**config.mk**
```make
export PLATFORM = sky130hd
export DESIGN_NAME = tile_match_engine
export DESIGN_NICKNAME = d
export VERILOG_FILES = /design/src/rtl/tile_match_engine.sv
export SDC_FILE = /design/constraint.sdc
export NUM_CORES = 1
export LEC_CHECK = 0
export CORE_ASPECT_RATIO = 1.75
export CORE_MARGIN = 1.5
export CORE_UTILIZATION = 40
export CTS_CLUSTER_DIAMETER = 60
export DETAILED_ROUTE_END_ITERATION = 16
export GPL_ROUTABILITY_DRIVEN = 1
export GPL_TIMING_DRIVEN = 0
export PLACE_DENSITY = 0.71
export SYNTH_ARGS = -nofsm -noshare
export SYNTH_HDL_FRONTEND = slang
export SYNTH_SLANG_ARGS = --single-unit
```
**constraint.sdc**
```tcl
create_clock -name CLOCK_50 -period 3.7 [get_ports CLOCK_50]
set_input_delay 0.74 -clock CLOCK_50 [delete_from_list [all_inputs] [get_ports CLOCK_50]]
set_output_delay 0.74 -clock CLOCK_50 [all_outputs]
set_load 0.02 [all_outputs]
```
**src/rtl/tile_match_engine.sv**
```systemverilog
// ============================================================================
// tile_match_engine : registered N-tile reveal/match/score core for the tile game.
// Optional macro BEST_SCORE_EN adds a best_score output (lowest finishing score).
// Revision 1.0 - initial release
// ============================================================================
`default_nettype none

module tile_match_engine #(
  parameter int NUM_TILES    = 10,
  parameter int CODE_W       = 4,
  parameter int SCORE_W      = 8,
  parameter int DELAY_CYCLES = 100_000_000
) (
  input  logic                          CLOCK_50,
  input  logic                          userquit,
  input  logic                          keytobegin,
  input  logic [NUM_TILES-1:0]          sw,
  input  logic [NUM_TILES*CODE_W-1:0]   tile_codes,
  output logic [1:0]                    mode,
  output logic [NUM_TILES-1:0]          tiles_on,
  output logic [CODE_W-1:0]             code_a,
  output logic                          code_a_vld,
  output logic [CODE_W-1:0]             code_b,
  output logic                          code_b_vld,
  output logic [SCORE_W-1:0]            score,
  output logic                          match_p,
  output logic                          miss_p,
`ifdef BEST_SCORE_EN
  output logic [SCORE_W-1:0]            best_score,
`endif
  output logic                          game_over
);

  localparam int CNT_W = $clog2(DELAY_CYCLES + 1);
  localparam int IDX_W = $clog2(NUM_TILES);
  localparam logic [CNT_W-1:0] CNT_LAST = CNT_W'(DELAY_CYCLES - 1);

  typedef enum logic [2:0] {
    S_MENU = 3'd0,
    S_IDLE = 3'd1,
    S_ONE  = 3'd2,
    S_WAIT = 3'd3,
    S_END  = 3'd4
  } state_t;

  state_t               state_q, state_d;
  logic [NUM_TILES-1:0] sw_q;
  logic [NUM_TILES-1:0] matched_q, matched_d;
  logic [IDX_W-1:0]     ia_q, ia_d, ib_q, ib_d;
  logic [CODE_W-1:0]    code_a_q, code_a_d, code_b_q, code_b_d;
  logic                 vld_a_q, vld_a_d, vld_b_q, vld_b_d;
  logic [SCORE_W-1:0]   score_q, score_d;
  logic [CNT_W-1:0]     cnt_q, cnt_d;
  logic                 match_q, match_d, miss_q, miss_d;
`ifdef BEST_SCORE_EN
  logic [SCORE_W-1:0]   best_q, best_d;
`endif

  logic [CODE_W-1:0]    codes_w [NUM_TILES];
  logic [NUM_TILES-1:0] flip_edge, eligible, pair_mask, matched_hit;
  logic                 sel_vld;
  logic [IDX_W-1:0]     sel_idx;
  logic [SCORE_W-1:0]   score_inc;

  function automatic logic [NUM_TILES-1:0] f_onehot(input logic [IDX_W-1:0] idx);
    logic [NUM_TILES-1:0] v;
    v      = '0;
    v[idx] = 1'b1;
    return v;
  endfunction

  generate
    for (genvar g = 0; g < NUM_TILES; g++) begin : g_codes
      assign codes_w[g] = tile_codes[g*CODE_W +: CODE_W];
    end
  endgenerate

  // The first revealed tile is only excluded while it is actually revealed.
  assign flip_edge   = sw & ~sw_q;
  assign eligible    = flip_edge & ~matched_q & ~(vld_a_q ? f_onehot(ia_q) : '0);
  assign pair_mask   = f_onehot(ia_q) | f_onehot(ib_q);
  assign matched_hit = matched_q | pair_mask;
  assign score_inc   = (score_q == {SCORE_W{1'b1}}) ? score_q : score_q + 1'b1;

  // Descending scan so the lowest eligible index wins.
  always_comb begin
    sel_vld = 1'b0;
    sel_idx = '0;
    for (int i = NUM_TILES - 1; i >= 0; i--) begin
      if (eligible[i]) begin
        sel_vld = 1'b1;
        sel_idx = IDX_W'(i);
      end
    end
  end

  always_comb begin
    state_d   = state_q;
    matched_d = matched_q;
    ia_d      = ia_q;
    ib_d      = ib_q;
    code_a_d  = code_a_q;
    code_b_d  = code_b_q;
    vld_a_d   = vld_a_q;
    vld_b_d   = vld_b_q;
    score_d   = score_q;
    cnt_d     = cnt_q;
    match_d   = 1'b0;
    miss_d    = 1'b0;
`ifdef BEST_SCORE_EN
    best_d    = best_q;
`endif
    case (state_q)
      S_MENU, S_END: begin
        if (keytobegin) begin
          state_d   = S_IDLE;
          matched_d = '0;
          score_d   = '0;
          vld_a_d   = 1'b0;
          vld_b_d   = 1'b0;
        end
      end
      S_IDLE: begin
        if (sel_vld) begin
          state_d  = S_ONE;
          ia_d     = sel_idx;
          code_a_d = codes_w[sel_idx];
          vld_a_d  = 1'b1;
        end
      end
      S_ONE: begin
        if (sel_vld) begin
          state_d  = S_WAIT;
          ib_d     = sel_idx;
          code_b_d = codes_w[sel_idx];
          vld_b_d  = 1'b1;
          cnt_d    = '0;
        end
      end
      S_WAIT: begin
        if (cnt_q == CNT_LAST) begin
          score_d = score_inc;
          vld_a_d = 1'b0;
          vld_b_d = 1'b0;
          if (code_a_q == code_b_q) begin
            matched_d = matched_hit;
            match_d   = 1'b1;
          end else begin
            miss_d    = 1'b1;
          end
          if (&matched_d) begin
            state_d = S_END;
`ifdef BEST_SCORE_EN
            if (score_inc < best_q) best_d = score_inc;
`endif
          end else begin
            state_d = S_IDLE;
          end
        end else begin
          cnt_d = cnt_q + 1'b1;
        end
      end
      default: state_d = S_MENU;
    endcase
  end

  always_ff @(posedge CLOCK_50 or posedge userquit) begin
    if (userquit) begin
      state_q   <= S_MENU;
      sw_q      <= '0;
      matched_q <= '0;
      ia_q      <= '0;
      ib_q      <= '0;
      code_a_q  <= '0;
      code_b_q  <= '0;
      vld_a_q   <= 1'b0;
      vld_b_q   <= 1'b0;
      score_q   <= '0;
      cnt_q     <= '0;
      match_q   <= 1'b0;
      miss_q    <= 1'b0;
`ifdef BEST_SCORE_EN
      best_q    <= '1;
`endif
    end else begin
      state_q   <= state_d;
      sw_q      <= sw;
      matched_q <= matched_d;
      ia_q      <= ia_d;
      ib_q      <= ib_d;
      code_a_q  <= code_a_d;
      code_b_q  <= code_b_d;
      vld_a_q   <= vld_a_d;
      vld_b_q   <= vld_b_d;
      score_q   <= score_d;
      cnt_q     <= cnt_d;
      match_q   <= match_d;
      miss_q    <= miss_d;
`ifdef BEST_SCORE_EN
      best_q    <= best_d;
`endif
    end
  end

  always_comb begin
    case (state_q)
      S_IDLE, S_ONE, S_WAIT: mode = 2'd1;
      S_END:                 mode = 2'd2;
      default:               mode = 2'd0;
    endcase
  end

  assign tiles_on   = matched_q | (vld_a_q ? f_onehot(ia_q) : '0)
                                | (vld_b_q ? f_onehot(ib_q) : '0);
  assign code_a     = code_a_q;
  assign code_a_vld = vld_a_q;
  assign code_b     = code_b_q;
  assign code_b_vld = vld_b_q;
  assign score      = score_q;
  assign match_p    = match_q;
  assign miss_p     = miss_q;
  assign game_over  = (state_q == S_END);
`ifdef BEST_SCORE_EN
  assign best_score = best_q;
`endif

endmodule

`default_nettype wire

```
# Word-level counts from Yosys, hierarchy flattened
# Cells that the tools add are included.
[totals]
regBits = 78
latchBits = 0
mem_bits_rw = 0
romBits = 0
in_bits = 53
output_inout_bits = 33
word_cells = 122
memories = 0
[classes]
n_addsub = 2
multipliers = 0
n_div = 0
order_cmp = 5
eq_ne = 13
shift = 0
mux = 60
bitwise = 11
reduce_logical = 18
[op_table]
columns = ["op", "n"]
rows = [
  ["2-to-1 mux 10 bit", 7],
  ["2-to-1 mux 27 bit", 2],
  ["one-hot mux 27 bit (2 select lines)", 1],
  ["2-to-1 mux 4 bit", 12],
  ["OR 10 bit", 4],
  ["AND 10 bit", 3],
  ["inverter 10 bit", 3],
  ["adder 27 x 1 -> 27 bit, second input constant", 1],
  ["== test 27 bit, second input constant", 1],
  ["2-to-1 mux 8 bit", 3],
  ["2-to-1 mux 1 bit", 21],
  ["one-hot mux 10 bit (2 select lines)", 1],
  ["binary-select mux 4 bit (select 4 bit)", 1],
  ["one-hot mux 8 bit (2 select lines)", 1],
  ["AND reduction 4 bit", 4],
  ["2-to-1 mux 3 bit", 5],
  ["!= test 2 bit, second input constant", 6],
  ["one-hot mux 3 bit (4 select lines)", 1],
  ["< comparator 4 x 5 -> 1 bit, second input constant", 2],
  ["AND reduction 10 bit", 1],
  ["adder 8 x 1 -> 8 bit, second input constant", 1],
  ["demux 1 bit (select 4 bit)", 2],
  ["== test 8 bit, second input constant", 1],
  [">= comparator 4 x 1 -> 1 bit, second input constant", 2],
  ["16 further kinds", 23],
]

# Logic depth before layout (Yosys ltp)
[logic_depth]
depth_word = 21
depth_mapped = 10
mapped_depth_nobuf = 9

# Worst setup path before layout
# Ideal clock, no wire load.
[synth_path]
path_kind = "flip-flop to flip-flop"
start = "reg vld_a_q (netlist: code_a_vld)"
end = "reg code_a_q[1] (netlist: code_a[1])"
setup_time_ns = 0.124
arrival_ns = 2.605
required_time_ns = 3.576
setup_slack_ns = 0.970
path_stages_with_launch = 9
n_path_buf = 0
period_less_slack_ns = 2.730
path_cell_list = "dfrtp_1 -> or3b_4 -> o21a_1 -> a221o_1 -> a21oi_4 -> mux2_4 -> o221a_4 -> o21ai_2 -> a21oi_1"
[synth_between]
elab_chain_cells = 17
word_cells_on_any_way = 28
classes_between = "mux: 24; bitwise: 3; reduce/logical: 1"
[synth_lines]
columns = ["element", "line_no", "text"]
rows = [
  ["from (decl)", "51", "logic vld_a_q, vld_a_d, vld_b_q, vld_b_d;"],
  ["from (signal assigned)", "193", "vld_a_q <= vld_a_d;"],
  ["2-to-1 mux 10 bit *", "80", "assign eligible = flip_edge & ~matched_q & ~(vld_a_q ? f_onehot(ia_q) : '0);"],
  ["inverter 10 bit *", "80", ""],
  ["AND 10 bit *", "80", ""],
  ["2-to-1 mux 4 bit (10 in series)", "90", "if (eligible[i]) begin"],
  ["inverter 4 -> 5 bit (implied by the code)", "127", "code_a_d = codes_w[sel_idx];"],
  ["binary-select mux 4 bit (select 4 bit)", "127", ""],
  ["2-to-1 mux 4 bit (implied by the code) (2 in series)", "127", ""],
  ["to (signal assigned)", "191", "code_a_q <= code_a_d;"],
  ["to (decl)", "50", "logic [CODE_W-1:0] code_a_q, code_a_d, code_b_q, code_b_d;"],
]
# Every way passes the cells marked *; elsewhere a longest branch is shown, timed or not. The select of a mux whose other input is x is not followed.
# A chain may end at the register's enable or synchronous reset.

# Worst setup path in the final report
[layout_path]
start = "in sw[9]"
end = "reg code_a_q[2] (netlist: code_a[2])"
[layout_between]
elab_chain_cells = 17
word_cells_on_any_way = 28
classes_between = "mux: 23; bitwise: 4; reduce/logical: 1"
[layout_lines]
columns = ["element", "line_no", "text"]
rows = [
  ["from (decl)", "17", "input logic [NUM_TILES-1:0] sw,"],
  ["AND 10 bit *", "79", "assign flip_edge = sw & ~sw_q;"],
  ["AND 10 bit * (2 in series)", "80", ""],
  ["2-to-1 mux 4 bit (10 in series)", "90", ""],
  ["inverter 4 -> 5 bit (implied by the code)", "127", ""],
  ["binary-select mux 4 bit (select 4 bit)", "127", ""],
  ["2-to-1 mux 4 bit (implied by the code) (2 in series)", "127", ""],
]
# Marks and branches as above.

==> impl_metrics.env <==
export IMPL_status="complete, but fails checks"
export IMPL_failed_checks="design-rule violations"
export IMPL_hold_depth=1
export IMPL_grt_max_degree=55
export IMPL_cts_buffers=9
export IMPL_synth_area_um2=4750
export IMPL_routed_via_density=5.72
export IMPL_syn_inst=533
export IMPL_synthArstFlopShare_pct=100
export IMPL_syn_nets=588
export IMPL_dpl_cell_area_um2=5800
export IMPL_ys_warnings_count=0
export IMPL_skew_ns=0.00553
export IMPL_final_cell_mix="85 x clkdlybuf4s50_1, 80 x nor2_1, 78 x dfrtp_1"
export IMPL_reg2reg_slack_ns=0.73
export IMPL_initial_utilization_pct=41.1
export IMPL_cts_root_buffer="clkbuf_16"
export IMPL_worstMarginPinSlew_ns=0.779
export IMPL_h_tree_depth=3
export IMPL_post_drt_wl_per_cell_um=17.1
export IMPL_wl_met3_um=494
export IMPL_ios=86
export IMPL_power_mw=3.86
export IMPL_fp_coreArea_um2=11600
export IMPL_required_ns=3.95
export IMPL_hold_end="score[5]"
export IMPL_antenna_found_initial=0
export IMPL_p_leak_nw=2.46
export IMPL_numPlacedInstances=754
export IMPL_timing_slew_headroom_pct=47.7
export IMPL_maxCapViolCount=0
export IMPL_cts_sinks=78
export IMPL_holdCritPathClass="flip-flop to flip-flop"
export IMPL_synth_edf_count=0
export IMPL_critPathMaxFanout=7
export IMPL_fin_cells=769
export IMPL_drive_gt1_share_pct=8.20
export IMPL_period_needed_ns=3.09
export IMPL_switching_share_pct=39.1
export IMPL_ys_ff_latch=78
export IMPL_row_count=52
export IMPL_endpoint_kind="flip-flop"
export IMPL_wl_met1_mm=5.10
export IMPL_power_frac_clock_pct=24.7
export IMPL_min_delay_start="score[5]"
export IMPL_stdcell_area_um2=6120
export IMPL_diodes=0
export IMPL_finalSetupViolations=0
export IMPL_drv_slew=0
export IMPL_final_util_pct=52.8
export IMPL_finalCritPeriodShare_pct=83.5
export IMPL_setup_tns_ns=0
export IMPL_combPwrFrac_pct=42.0
export IMPL_intPower_mw=2.35
export IMPL_power_switching_mw=1.51
export IMPL_hold_violations=0
export IMPL_p_per_area_nw_per_um2=631
export IMPL_clock_fmax_ghz=0.324
export IMPL_globalRouteOverflowTotal=0
export IMPL_wl_met2_mm=7.10
export IMPL_final_common_cell="clkdlybuf4s50_1"
export IMPL_cts_hold_buf=0
export IMPL_design_die_area_um2=12600
export IMPL_syn_avg_cell_area_um2=8.92
export IMPL_r2r_start="code_a_vld"
export IMPL_cts_buffer_depth=2
export IMPL_gp_congestion=0.902
export IMPL_dp_hpwl_mm=10.2
export IMPL_critPathLaunchType="primary input"
export IMPL_vias=4399
export IMPL_reg2reg_to="code_a[2]"
export IMPL_cts_setup_buffers=0
export IMPL_drt_first_pass_iters=11
export IMPL_port_buffers=85
export IMPL_grt_pass1_vias=4623
export IMPL_worstPathArrival_ns=3.34
export IMPL_top_layer="met4"
export IMPL_power_frac_seq_pct=33.3
export IMPL_post_route_drc_count=4
export IMPL_tritoncts="built"
export IMPL_syn_to_final_growth_pct=28.7
export IMPL_rsz0062_at_grt="false"
export IMPL_vdd_drop_max_v=0.000435
export IMPL_globalRouteTotalUtil_pct=22.6
export IMPL_synth_seq_area_share_pct=41.1
export IMPL_drt_iter0_drc=307
export IMPL_wl_mm=13.2
export IMPL_reg2reg_depth=8
export IMPL_synth_cell_types=74
export IMPL_ys_flop_type="dfrtp_1"
export IMPL_grt_pass1_wl_mm=22.5
export IMPL_die_h_um=147
export IMPL_ctsResizeCount=0
export IMPL_num_nets_final=685
export IMPL_path_class="primary input to flip-flop"
export IMPL_clk_pin_slew_ns=0.06
export IMPL_clk_latency_ns=0.35
export IMPL_ant_nets=0
export IMPL_die_w_um=85.4
[cells by family after synthesis]
family | count (synthesis) | share of synthesized area [%]
fa+ha+maj | 2 | 0.526
simple gates | 243 | 25.0
flops | 78 | 41.1
xor+xnor | 27 | 4.97
buf+inv | 32 | 2.97
compound gates | 132 | 21.2
mux | 19 | 4.32
[per-stage QoR]
step	setup WS, ns	hold slack (ns)
6_report	0.612	0.509
3_3_place_gp	-0.225	0.488
2_1_floorplan	0.965	0.471
3_5_place_dp	0.256	0.499
4_1_cts	0.595	0.507
5_1_grt	0.408	0.544
[cell usage after synthesis (4+ instances only)]
master	n	area [µm²]
nor2b_1	17	106
mux2i_1	10	100
o21ai_1	4	20.0
clkbuf_1	14	52.6
xor2_1	13	114
nor3_1	9	45.0
and3_1	4	25.0
and4_1	4	35.0
inv_1	10	37.5
dfrtp_1	78	1950
nand2_1	60	225
mux2_2	7	78.8
a311o_1	5	50.1
nand4_1	9	56.3
nand2b_1	7	43.8
a22o_1	4	35.0
a22oi_1	11	82.6
a31oi_1	6	37.5
o31ai_1	22	165
nand3_1	25	125
and2_1	4	25.0
xnor2_1	14	123
a21oi_1	20	100
or3_1	4	25.0
nor2_1	80	300
o211ai_1	6	45.0
o21ai_0	24	120
[worst max-delay path, stage by stage]
cell	delay (ns)
clkdlybuf4s50_1	0.49
inv_1	0.06
a2111oi_2	0.47
a21boi_2	0.15
a21oi_2	0.42
mux2_2	0.39
a22oi_1	0.24
o21ai_1	0.13
o31ai_1	0.24
[worst max-delay path by stage]
stage,from,endpoint,slack [ns],cells after the start
finish,sw[9],code_a[2],0.61,9
global route,sw[5],code_a[2],0.41,9
CTS,code_a_vld,tiles_on[4],0.60,4
floorplan,userquit,cnt_q[0],0.96,1
global placement,userquit,code_a[0],-0.22,2
detailed placement,sw[9],code_a[2],0.26,9
[sequential cells by signal, indices dropped and copies added, names as in the netlist]
| register | count |
|---|---|
| cnt_q | 27 |
| matched_q | 10 |
| sw_q | 10 |
| score | 8 |
| code_a | 4 |
| code_b | 4 |
| ia_q | 4 |
| ib_q | 4 |
| state_q | 3 |
| code_a_vld | 1 |
| code_b_vld | 1 |
| match_p | 1 |
| miss_p | 1 |
[layout make-up]
class                      instances  area [µm²]
fill                            1073        5460
multi-input combinational        423        2660
sequential                        78        1950
timing repair buffer              86         878
clock buffer                      12         246
tap                              135         169
buffer                            21         100
clock inverter                     3        68.8
inverter                          11        43.8
[layer usage]
metal,vias up,track usage (%)
li1,2117,-
met1,2134,25.4
met2,113,40.3
met3,35,3.37
met4,0,11.9
met5,-,0
[power by group through the flow]
stage | clock [mW] | sequential [mW] | combinational (mW)
5_1_grt | 1.00 | 1.33 | 1.77
4_1_cts | 0.960 | 1.29 | 1.62
3_5_place_dp | 0 | 1.30 | 1.60
3_3_place_gp | 0 | 1.29 | 1.57
6_report | 0.954 | 1.29 | 1.62
2_1_floorplan | 0 | 1.30 | 1.05
Power figures use the tool's default switching activity.
==> variant 1 (same settings) <==
One comparison of `cnt_q` changes from == to >=.
--- a/src/rtl/tile_match_engine.sv
+++ b/src/rtl/tile_match_engine.sv
@@ -139,5 +139,5 @@
       end
       S_WAIT: begin
-        if (cnt_q == CNT_LAST) begin
+        if (cnt_q >= CNT_LAST) begin
           score_d = score_inc;
           vld_a_d = 1'b0;
Check against the original RTL: no difference found for any inputs over 4 cycles, from zero or initial values; that may be too few to reach the edited logic, so the function may still have changed.
==> variant 1 against the unedited design <==
  * Critical path depth is the same
  * Synthesized area shrank 3.9%
  * Routed wire length is essentially flat
  * Power grew 0.92%
  * Setup slack lost 170 ps
  * Cell area shrank 3.2%
  * Sequential cell count is the same
==> variant 1: results (changes against the unedited design) <==
| Metric | Value |
|---|---|
| Final worst-path cycle share | `0.8799 (+0.04535)` |
| Internal power | `2.341 mW (-0.42%)` |
| Worst-case reg-to-reg path depth | `9 (+1)` |
| Static Leak | `2.445 nW (-0.54%)` |
| Critical Path Source | `code_a_vld` |
| First-pass GRT wire length | `21,320 um (-5.0%)` |
| Status | `finished, final reports clean` |
| CP endpoint | `cnt_q[24]` |
| Vias in the first global route | `4,460 (-3.5%)` |
| # setup viols final | `0 (unchanged)` |
| Post-DP HPWL | `10,180 um (+0.10%)` |
| Worst flop-to-flop path endpoint | `cnt_q[24]` |
| Met1 Track Usage GR | `0.2338 (-0.02050)` |
| Placed cell area | `5614 sq um (-3.3%)` |
| Max Root-Sink Buffers | `2 (unchanged)` |
| Fin nets | `669 (-2.3%)` |
| Syn Nets | `572 (-2.7%)` |
| Hold Worst Slack | `536.0 ps (+26.63 ps)` |
| Fillers | `1,027 (-4.3%)` |
| Pin count of the biggest net entering global routing | `57 (+3.6%)` |
| Crit path DAT | `3480 ps (+140 ps)` |
| Total track usage | `0.2245 (-0.001271)` |
| Hold Path Origin | `cnt_q[0]` |
| Total power | `3.897 mW (+0.92%)` |
| Hold path endpoint | `cnt_q[0]` |
| Synth top area cells | `dfrtp_1 (43%), nor2_1 (6.2%), xor2_1 (4.6%), nand2_1 (4.5%), a21oi_1 (2.5%)` |
| Routability Congestion | `0.9306 (+3.2%)` |
| Clock power frac | `0.235 (-0.012)` |
| First DRT Iteration DRCs | `253 (-18%)` |
| GR Util met3 | `0.04852 (+0.01481)` |
| Dpl ws | `98.20 ps (-157.4 ps)` |
| VDD IR max | `532.9 uV (+22%)` |
| # diodes | `0 (unchanged)` |
| Setup Skew | `8.860 ps (+3.334 ps)` |
| Placed instance count | `735 (-2.5%)` |
| Seq/Total Area, Yosys | `0.4273 (+0.01675)` |
| HP Class | `reg2reg` |
| DRT Wirelength | `13,180 um (about the same)` |
| Post-synth cell types | `68 (-8.1%)` |
| DR WL/cell | `17.55 um (+2.4%)` |
| Top cells by count, synth | `dfrtp_1 (78), nor2_1 (76), nand2_1 (55), xor2_1 (24), a21oi_1 (23)` |
| Met2 Use GR | `0.4177 (+0.01490)` |
| Hold path depth | `1 (unchanged)` |
| Cells after Synth | `517 (-3.0%)` |
| Worst-Margin Slew | `905.8 ps (+126.4 ps)` |
| DR vias/cell | `5.780 (+1.0%)` |
| Layout cell share with drive strength beyond 1 | `0.07108 (-0.01094)` |
| CP Max Fanout | `9 (+2)` |
| DRT Pass-1 Iters | `5 (-6)` |
| Top Registers | `cnt_q x27, matched_q x10, sw_q x10` |
| Sequential power | `1.36 mW (+5%)` |
| CTS Buf Count | `9 (unchanged)` |
variant 1: cell types whose count changed after synthesis, sizes merged, moves of 8 or more:
cell	delta
o21ai	-9
mux2	-8
o31ai	-13
nor3	+13
xor2	+11
nor2b	-8
buf	+8
variant 1: critical path, stage by stage (launching register included):
cell,delay [ps]
dfrtp_1,370
buf_2,230
nand2b_1,190
o311a_1,380
nand4bb_1,370
o41ai_2,870
a2111oi_1,330
nand3_1,200
xor2_1,160
nor2_1,50
variant 1: metal layers:
metal | up-vias | routed length [um]
met1 | 2079 | 4802
li1 | 2057 | -
met5 | - | 0
met2 | 159 | 7207
met4 | 0 | 549
met3 | 46 | 620
variant 1: layout make-up:
| type | instances | area (sq um) | share of cell area |
|---|---|---|---|
| flip-flops and latches | 78 | 1952 | 0.3295 |
| well taps | 132 | 165.2 | 0.02788 |
| inverters | 9 | 36.28 | 0.006125 |
| repair buffers | 86 | 878.3 | 0.1483 |
| clock inverters | 5 | 57.56 | 0.009715 |
| clock buffers | 11 | 252.7 | 0.04266 |
| plain buffers | 23 | 150.1 | 0.02534 |
| multi-input cells | 407 | 2432 | 0.4106 |
variant 1: cell families (layout without fill, tap and decap cells):
| group | Yosys count | in the layout | synth area share |
|---|---|---|---|
| and+or+nand+nor | 247 | 247 | 0.2643 |
| AOI/OAI and AO/OA | 121 | 121 | 0.1904 |
| DFF | 78 | 78 | 0.4273 |
| xor gates and xnor gates | 33 | 33 | 0.06327 |
| buffers and inverters | 32 | 134 | 0.04026 |
| muxes | 4 | 4 | 0.009039 |
| adders and majority gates | 2 | 2 | 0.005477 |
==> variant 2 (config.mk and constraints unchanged) <==
Made on the original files. `CODE_W`: 4 -> 6.
--- a/src/rtl/tile_match_engine.sv
+++ b/src/rtl/tile_match_engine.sv
@@ -8,5 +8,5 @@
 module tile_match_engine #(
   parameter int NUM_TILES    = 10,
-  parameter int CODE_W       = 4,
+  parameter int CODE_W       = 6,
   parameter int SCORE_W      = 8,
   parameter int DELAY_CYCLES = 100_000_000
Interface: changed (resized code_a, code_b and tile_codes); port bits go from 86 to 110. No check against the original RTL was run, so the function may have changed too.
==> variant 2 against the unedited design <==
  * Utilization grew 1.4 points
  * Hold slack better by 30 ps
  * Synthesized area increased by 6.0%
  * Routed wire length increased by 21%
  * Sequential power up 4%
  * Setup slack got worse by 310 ps
  * Power rose by 21%
  * Critical path depth rose by 1
  * Cell area rose by 9.5%
  * Sequential cell count is 4 higher
==> variant 2: results (changes against the unedited design) <==
| Metric | Value |
|---|---|
| Syn Nets | `654 (+11%)` |
| Fin nets | `775 (+13%)` |
| Synth top area cells | `dfrtp_1 (41%), nor2_1 (5.4%), nand2_1 (4.5%), o31ai_1 (4.0%), xor2_1 (3.6%)` |
| Setup Skew | `4.366 ps (-1.160 ps)` |
| FF-to-FF setup slack | `530 ps (-200 ps)` |
| First DRT Iteration DRCs | `368 (+20%)` |
| CP top delay family | `simple AND/OR/NAND/NOR gates` |
| VDD IR max | `334.9 uV (-23%)` |
| Status | `finished, final reports clean` |
| Seq/Total Area, Yosys | `0.4071 (-0.003376)` |
| CTS Buf Count | `9 (unchanged)` |
| Vias in the first global route | `5,020 (+8.6%)` |
| Placed instance count | `857 (+14%)` |
| HP Class | `reg2reg` |
| Static Leak | `2.737 nW (+11%)` |
| Final std cells w/o fill | `873 (+14%)` |
| Worst-Margin Slew | `982.7 ps (+203.3 ps)` |
| Top Registers | `cnt_q x27, matched_q x10, sw_q x10` |
| Worst-case reg-to-reg path depth | `6 (-2)` |
| Pwr dens | `696.9 nW/um^2 (+10%)` |
| DRT Pass-1 Iters | `5 (-6)` |
| Crit path DAT | `3600 ps (+260 ps)` |
| Max Root-Sink Buffers | `2 (unchanged)` |
| Dpl ws | `-298.3 ps (-553.9 ps)` |
| CP Max Fanout | `10 (+3)` |
| R2r startpoint | `ia_q[2]` |
| Post-DP HPWL | `12,570 um (+24%)` |
| Fmax | `294.5 MHz (-9.1%)` |
| Post-synth cell types | `63 (-15%)` |
| Top cells by count, synth | `dfrtp_1 (82), nor2_1 (73), nand2_1 (61), nand3_1 (29), o31ai_1 (27)` |
| Cells after Synth | `579 (+8.6%)` |
| Hold path depth | `2 (+1)` |
| DRC violations left | `0 (-4)` |
| Layout cell share with drive strength beyond 1 | `0.06667 (-0.01535)` |
| Fillers | `1,146 (+6.8%)` |
| Setup bufs post-CTS | `0 (unchanged)` |
| Worst flop-to-flop path endpoint | `code_b[4]` |
| CP endpoint | `cnt_q[12]` |
| PortBufs | `109 (+28%)` |
| Placed cell area | `6371 sq um (+9.8%)` |
| Most used DFF post-synth | `dfrtp_1` |
| First-pass GRT wire length | `25,200 um (+12%)` |
| Synth Warn # | `0 (unchanged)` |
| DR WL/cell | `18.28 um (+6.7%)` |
| Pin count of the biggest net entering global routing | `71 (+29%)` |
| Total track usage | `0.2470 (+0.02117)` |
| Critical Path Source | `sw[3]` |
| Routability Congestion | `0.9522 (+5.6%)` |
| H-Tree Depth | `3 (unchanged)` |
| DR vias/cell | `5.707 (-0.24%)` |
| Clk pin slew, worst setup/hold paths | `60 ps (about the same)` |
| Root Buffer | `clkbuf_16` |
## variant 2: worst min path at each step
stage | start | endpoint | slack (ps)
2_1_floorplan | ib_q[2] | ib_q[2] | 480
3_3_place_gp | code_a[3] | code_a[3] | 510
3_5_place_dp | cnt_q[7] | cnt_q[7] | 520
4_1_cts | cnt_q[7] | cnt_q[7] | 540
5_1_grt | cnt_q[24] | cnt_q[24] | 570
6_report | cnt_q[7] | cnt_q[7] | 540
## variant 2: metal layers
layer	up-vias	GRT usage	part of all wire
li1	2376	-	-
met1	2402	0.2649	0.37
met2	156	0.4550	0.54
met3	48	0.04280	0.038
met4	0	0.1198	0.044
met5	-	0	0
## variant 2: report_power, final
part | total, mW | leakage (nW) | internal, mW | switching, mW
sequential | 1.34 | 1.07 | 1.09 | 0.249
clock | 0.980 | 0.163 | 0.611 | 0.369
combinational | 2.35 | 1.50 | 0.950 | 1.40
## variant 2: cell families (layout without fill, tap and decap cells)
logic type                 after synthesis  count (layout)  synth area share
and+or+nand+nor                        270             270            0.2664
AOI/OAI and AO/OA                      144             144            0.2108
DFF                                     82              82            0.4072
xor gates and xnor gates                36              36           0.06256
buffers and inverters                   36             162           0.02954
muxes                                    9               9           0.01862
adders and majority gates                2               2          0.004964
## variant 2: area by class of cell
class	instances	area share
multi-input cells	461	0.4243
plain buffers	25	0.01605
clock buffers	10	0.03565
inverters	11	0.006534
clock inverters	6	0.01307
repair buffers	110	0.1669
flip-flops and latches	82	0.3061
well taps	168	0.03136
## variant 2: tightest hold or removal path, stage by stage (launching register included)
cell and delay [ps]:
dfrtp_1 360, xor2_1 70, nor2_1 70
